<file path="config.mk">
export PLATFORM = sky130hd
export DESIGN_NAME = tlb_exp_unit
export DESIGN_NICKNAME = d
export VERILOG_FILES = /design/src/rtl/tlb_exp_unit.sv
export SDC_FILE = /design/constraint.sdc
export NUM_CORES = 1
export LEC_CHECK = 0
export BUFFER_PORTS_ARGS = -buffer_cell sky130_fd_sc_hd__buf_2
export CORE_ASPECT_RATIO = 0.7
export CORE_MARGIN = 5
export CORE_UTILIZATION = 51
export DETAILED_ROUTE_END_ITERATION = 10
export PLACE_DENSITY = 0.92
export SETUP_SLACK_MARGIN = 0.4
export SYNTH_ARGS = -nofsm -noshare
export SYNTH_HDL_FRONTEND = slang
export SYNTH_SLANG_ARGS = --single-unit
</file>
<file path="constraint.sdc">
create_clock -name clk -period 4.35 [get_ports clk]
set_input_delay 0.435 -clock clk [delete_from_list [all_inputs] [get_ports clk]]
set_output_delay 0.435 -clock clk [all_outputs]
set_load 0.01 [all_outputs]
</file>
<file path="src/rtl/tlb_exp_unit.sv">
// rtl/tlb_exp_unit.sv - per-channel TLB/address exception checker with kill mask and held CSR report
module tlb_exp_unit #(
   parameter int NCH   = 2,
   parameter int VA_W  = 32,
   parameter int CNT_W = 16,
   parameter int CH_W  = ($clog2(NCH) > 0) ? $clog2(NCH) : 1
) (
   input  logic                clk,
   input  logic                rst,
   input  logic                flush,
   input  logic                in_valid,
   output logic                in_ready,
   input  logic [NCH-1:0]      ch_en,
   input  logic [2*NCH-1:0]    acc_type,
   input  logic [VA_W*NCH-1:0] vaddr,
   input  logic [1:0]          crmd_plv,
   input  logic [NCH-1:0]      direct,
   input  logic [NCH-1:0]      tlb_found,
   input  logic [NCH-1:0]      tlb_v,
   input  logic [NCH-1:0]      tlb_d,
   input  logic [2*NCH-1:0]    tlb_plv,
   output logic                out_valid,
   input  logic                out_ready,
   output logic [8*NCH-1:0]    out_exp,
   output logic [NCH-1:0]      out_kill,
   output logic                rpt_valid,
   input  logic                rpt_ack,
   output logic [CH_W-1:0]     rpt_ch,
   output logic [5:0]          rpt_ecode,
   output logic [8:0]          rpt_esubcode,
   output logic [VA_W-1:0]     rpt_badv,
   output logic [CNT_W-1:0]    tlbr_cnt
);

   typedef enum logic {IDLE, REPORT} state_t;
   state_t state;

   // One-hot priority: {ADEF,ADEM,TLBR,PIF,PIS,PIL,PPI,PME}; first match wins.
   function automatic logic [7:0] check_ch(
      input logic       en,
      input logic [1:0] t,
      input logic       va_msb,
      input logic [1:0] cplv,
      input logic       dir,
      input logic       found,
      input logic       v,
      input logic       d,
      input logic [1:0] pplv
   );
      logic [7:0] e;
      e = 8'h00;
      if (en && t != 2'b00) begin
         if (va_msb && cplv == 2'd3)
            e = (t == 2'b01) ? 8'h80 : 8'h40;
         else if (!dir) begin
            if (!found)
               e = 8'h20;
            else if (!v)
               e = (t == 2'b01) ? 8'h10 : ((t == 2'b11) ? 8'h08 : 8'h04);
            else if (cplv > pplv)
               e = 8'h02;
            else if (t == 2'b11 && !d)
               e = 8'h01;
         end
      end
      return e;
   endfunction

   logic [8*NCH-1:0] exp_c;
   logic [NCH-1:0]   kill_c;
   logic             any_c;
   logic [CH_W-1:0]  first_c;
   logic [7:0]       f_exp;
   logic [VA_W-1:0]  f_va;
   logic [5:0]       ecode_c;
   logic             accept;

   always_comb begin
      exp_c   = '0;
      kill_c  = '0;
      any_c   = 1'b0;
      first_c = '0;
      f_exp   = '0;
      f_va    = '0;
      for (int i = 0; i < NCH; i++) begin
         exp_c[8*i +: 8] = check_ch(ch_en[i], acc_type[2*i +: 2], vaddr[VA_W*i + VA_W - 1],
                                    crmd_plv, direct[i], tlb_found[i], tlb_v[i], tlb_d[i],
                                    tlb_plv[2*i +: 2]);
         if (!any_c && (|exp_c[8*i +: 8])) begin
            any_c   = 1'b1;
            first_c = CH_W'(i);
            f_exp   = exp_c[8*i +: 8];
            f_va    = vaddr[VA_W*i +: VA_W];
         end
         kill_c[i] = any_c;
      end
   end

   always_comb begin
      ecode_c = 6'h00;
      if (f_exp[7] || f_exp[6]) ecode_c = 6'h08;
      else if (f_exp[5])        ecode_c = 6'h3F;
      else if (f_exp[4])        ecode_c = 6'h03;
      else if (f_exp[3])        ecode_c = 6'h02;
      else if (f_exp[2])        ecode_c = 6'h01;
      else if (f_exp[1])        ecode_c = 6'h07;
      else if (f_exp[0])        ecode_c = 6'h04;
   end

   assign in_ready = (state == IDLE) && (!out_valid || out_ready);
   assign accept   = in_valid && in_ready && !flush;

   always_ff @(posedge clk or posedge rst) begin
      if (rst) begin
         state        <= IDLE;
         out_valid    <= 1'b0;
         out_exp      <= '0;
         out_kill     <= '0;
         rpt_valid    <= 1'b0;
         rpt_ch       <= '0;
         rpt_ecode    <= '0;
         rpt_esubcode <= '0;
         rpt_badv     <= '0;
         tlbr_cnt     <= '0;
      end else if (flush) begin
         state     <= IDLE;
         out_valid <= 1'b0;
         out_exp   <= '0;
         out_kill  <= '0;
         rpt_valid <= 1'b0;
      end else begin
         if (accept) begin
            out_exp   <= exp_c;
            out_kill  <= kill_c;
            out_valid <= 1'b1;
         end else if (out_ready) begin
            out_valid <= 1'b0;
         end
         case (state)
            IDLE: begin
               if (accept && any_c) begin
                  state        <= REPORT;
                  rpt_valid    <= 1'b1;
                  rpt_ch       <= first_c;
                  rpt_ecode    <= ecode_c;
                  rpt_esubcode <= {8'h00, f_exp[6]};
                  rpt_badv     <= f_va;
                  if (ecode_c == 6'h3F && tlbr_cnt != '1)
                     tlbr_cnt <= tlbr_cnt + CNT_W'(1);
               end
            end
            REPORT: begin
               // rpt_* fields keep their values after the ack for late readers.
               if (rpt_ack) begin
                  state     <= IDLE;
                  rpt_valid <= 1'b0;
               end
            end
            default: state <= IDLE;
         endcase
      end
   end

endmodule

</file>
==> results.md <==
* Clk buf depth at 2
* Worst slew pin tran at ~1300 ps
* Main combinational cell family by area after synthesis: simple AND/OR/NAND/NOR gates
* Synth area leader: dfrtp_1
* Worst Reg2Reg Path Length in Cells at 6
* Synth top area cells: dfrtp_1 (49%), a221o_1 (8.3%), nor2b_1 (5.7%), xnor2_1 (3.0%), a21oi_1 (2.6%)
* CP max-delay cell: o31a_2
* Maximum vdd drop at 0.269 mV
* Max-Cap Viols at 0
* CTS sink cnt at 76
* Grt ovf at 0
* Largest net degree at the start of global routing at 48
* XOR/XNOR Fraction of Synth Area at 0.0342
* Util after Layout at 0.662
* CTS tree: done
* Hold path start: vaddr[47]
* Commonest non-fill, non-tap cell in the layout: buf_2
* Multi-input gate area at between 1500 and 2000 sq um
* I/O pin cnt at 175
* P_leak at 0.00251 uW
* CP Max Fanout at between 40 and 50
* H-tree depth reported by CTS at 3
* Residual DRC count at 0
* Most frequent CP cell: nor2b_1
* Die Area at about 9400 sq um
* Initial antenna violation count at 0
* Finish-stage setup viols at 0
* Fmax achieved at between 400 and 500 MHz
* Nets at between 600 and 700
* Top cell family by delay on the critical path: compound AO/OA/AOI/OAI gates
* Post-synth EDFFs at 0
* Netlist cell types at between 50 and 60
* Max Slew Vio Count at 0
* Via Count at 3600
* Syn_area_per_cell at between 10 and 15 sq um
* Worst Hold Class: in2reg
* Largest stage delay, worst path at 670 ps
* Sequential element share of the synthesized area at 0.495
* Clock slew at reported path FFs at 80 ps
* Post-DR wirelength/cell at 17.1 um
* First-pass GRT wire length at approximately 17000 um
* Drt pass-1 iters at 6
* Worst r2r src: out_valid$_DFFE_PP0P_
* Pwr Density at about 400 nW/um^2
* CTS Hold Bufs at 0
* DP Worst Slack at around 1200 ps
* Core area at 7320 sq um
* Filler cell count at 587
* Critical Path AT at 2710 ps
* Diode count at 0
* FP Rows at 26
* Critical path depth at 8
* Layout cells sized above 1 at 0.367
* Gr usage total at 0.229
* Worst R2R Setup Slack at between 2000 and 2500 ps
* Setup crit end: rpt_badv[13]$_DFFE_PP0P_
* Tmin final at roughly 2500 ps
* Routability cong. at slightly below 0.9
* Synth Area in Simple Gates at 0.196
* CTS resizes at 0
* Multiplexer share of the synthesized area at 0.00553
* Vias in the first global route at 3409
* Status: completed
* Crit start category: input pin
* Synth Instances at 372
* FFs w/ async S/R, synth at 1.00
* Period utilization at 0.570
* FF-to-FF End: rpt_badv[13]$_DFFE_PP0P_
* Routed Antenna Nets at 0
* CTS Buf Count at 9
* RSZ-0062 raised after global routing: no
* Warnings, synthesis at 0
* Crit path buffers/inverters at 1
* DP HPWL at ~8000 um
* Die height at 82.6 um
* Initial DRC Count at roughly 300
* Final hold viol count at 0
* Primary FF master, synth: dfrtp_1
* Reg area at roughly 1900 sq um
* Area Growth Syn to Fin at 26.1%
* Buffers on Ports at 166
* Worst-Skew Late Latency at around 340 ps
* Worst Setup Slack, final at about 1900 ps
* Post-synthesis compound-gate area fraction at 0.186
* Post-CTS setup buffers at 0
* CP Launch Point: crmd_plv[1]
* Die width at 114 um
* FF+latch count, synth at 76
* CP Capture Type: flip-flop
* Setup tns final at 0 ps
* Initial Util at 0.525
* Vias per cell at about 5.7
* Worst EP required at approximately 4600 ps
* Rel. slew slack at 0.146
* CP Cell Sequence: buf_2, ha_1, nor2b_1, a2bb2oi_1, o21a_1, o31a_2, nor2b_1, a221o_1
* Final wirelength at around 11000 um
* CP Class: in2reg
* Most frequent cells in the layout: buf_2 (166), dfrtp_1 (76), nor2b_1 (35)
* Adder-cell area share of the yosys netlist at 0.0163
* CTS root buf: clkbuf_8
* Synth top area share at 0.495
* Synthesized area at just under 4000 sq um
* Clock Skews at ~7 ps
cell type report:
type	count	area share
multi-input combinational	257	0.356
clock inverter	4	0.00490
timing repair buffer	169	0.178
sequential	76	0.392
tap	98	0.0253
clock buffer	12	0.0320
inverter	16	0.0124
cell usage after synthesis (2+ instances only):
cell      count
clkbuf_1     13
nor2_1       26
xor2_1        2
nand3_1      18
and3_1        6
nand2_1      18
a31oi_1       3
and2_1        4
a32oi_1       4
o22ai_1       3
nor3_1        6
a21o_1        3
nand2b_1      3
nand4_1      10
o21a_1        2
nor2b_1      35
xnor2_1      13
buf_4         9
a21oi_1      20
a221o_1      32
dfrtp_1      76
buf_6         6
nor4_1        3
o21ai_0       7
inv_1        16
a22oi_1       2
ha_1          5
a31o_2        2
worst reg2reg max path, delay by kind of cell, from the launching register on:
| family | cells | cell delay (ps) |
|---|---|---|
| AND/OR/NAND/NOR | 4 | 760 |
| flip-flops | 1 | 390 |
| AO/OA/AOI/OAI | 2 | 1030 |
worst min path at each step:
stage	cells after the start	endpoint
after floorplan	2	state$_DFF_PP0_
after global placement	1	rpt_ecode[3]$_DFFE_PP0P_
after CTS	2	rpt_badv[15]$_DFFE_PP0P_
after detailed placement	1	out_kill[1]$_DFFE_PP0P_
final	2	rpt_badv[15]$_DFFE_PP0P_
after global routing	2	rpt_badv[15]$_DFFE_PP0P_
per-layer routing:
metal	GRT usage	part of all wire
met1	0.312	0.43
met2	0.361	0.46
met3	0.0750	0.10
met4	0.0486	0.0097
met5	0	0
sequential cells by signal, summed over array words and instances, names as in the netlist:
signal        count
rpt_ch            1
out_valid         1
state             1
rpt_badv         32
rpt_valid         1
out_exp          16
rpt_esubcode      1
out_kill          2
rpt_ecode         5
tlbr_cnt         16
per-stage QoR:
stage | std cells | hold WS (ps) | total power (uW) | instance area (sq um)
finish | 632 | 318 | 1940 | 4850
global route | 632 | 290 | 2060 | 4850
CTS | 631 | 294 | 1960 | 4830
detailed placement | 615 | 493 | 1460 | 4650
global placement | 615 | 490 | 1440 | 4650
floorplan | 379 | 501 | 1230 | 3870
cell families (layout without fill, tap and decap cells):
family	count (synthesis)	after routing
other cells	1	8
buf+inv	46	201
flops	76	76
simple gates	138	138
mux	2	2
xor+xnor	15	15
compound gates	89	89
fa+ha+maj	5	5
power by group:
part	internal (uW)	switching (uW)
combinational	262	288
clock	237	254
sequential	828	71.1
No activity file was read; power rests on OpenSTA's default activity.
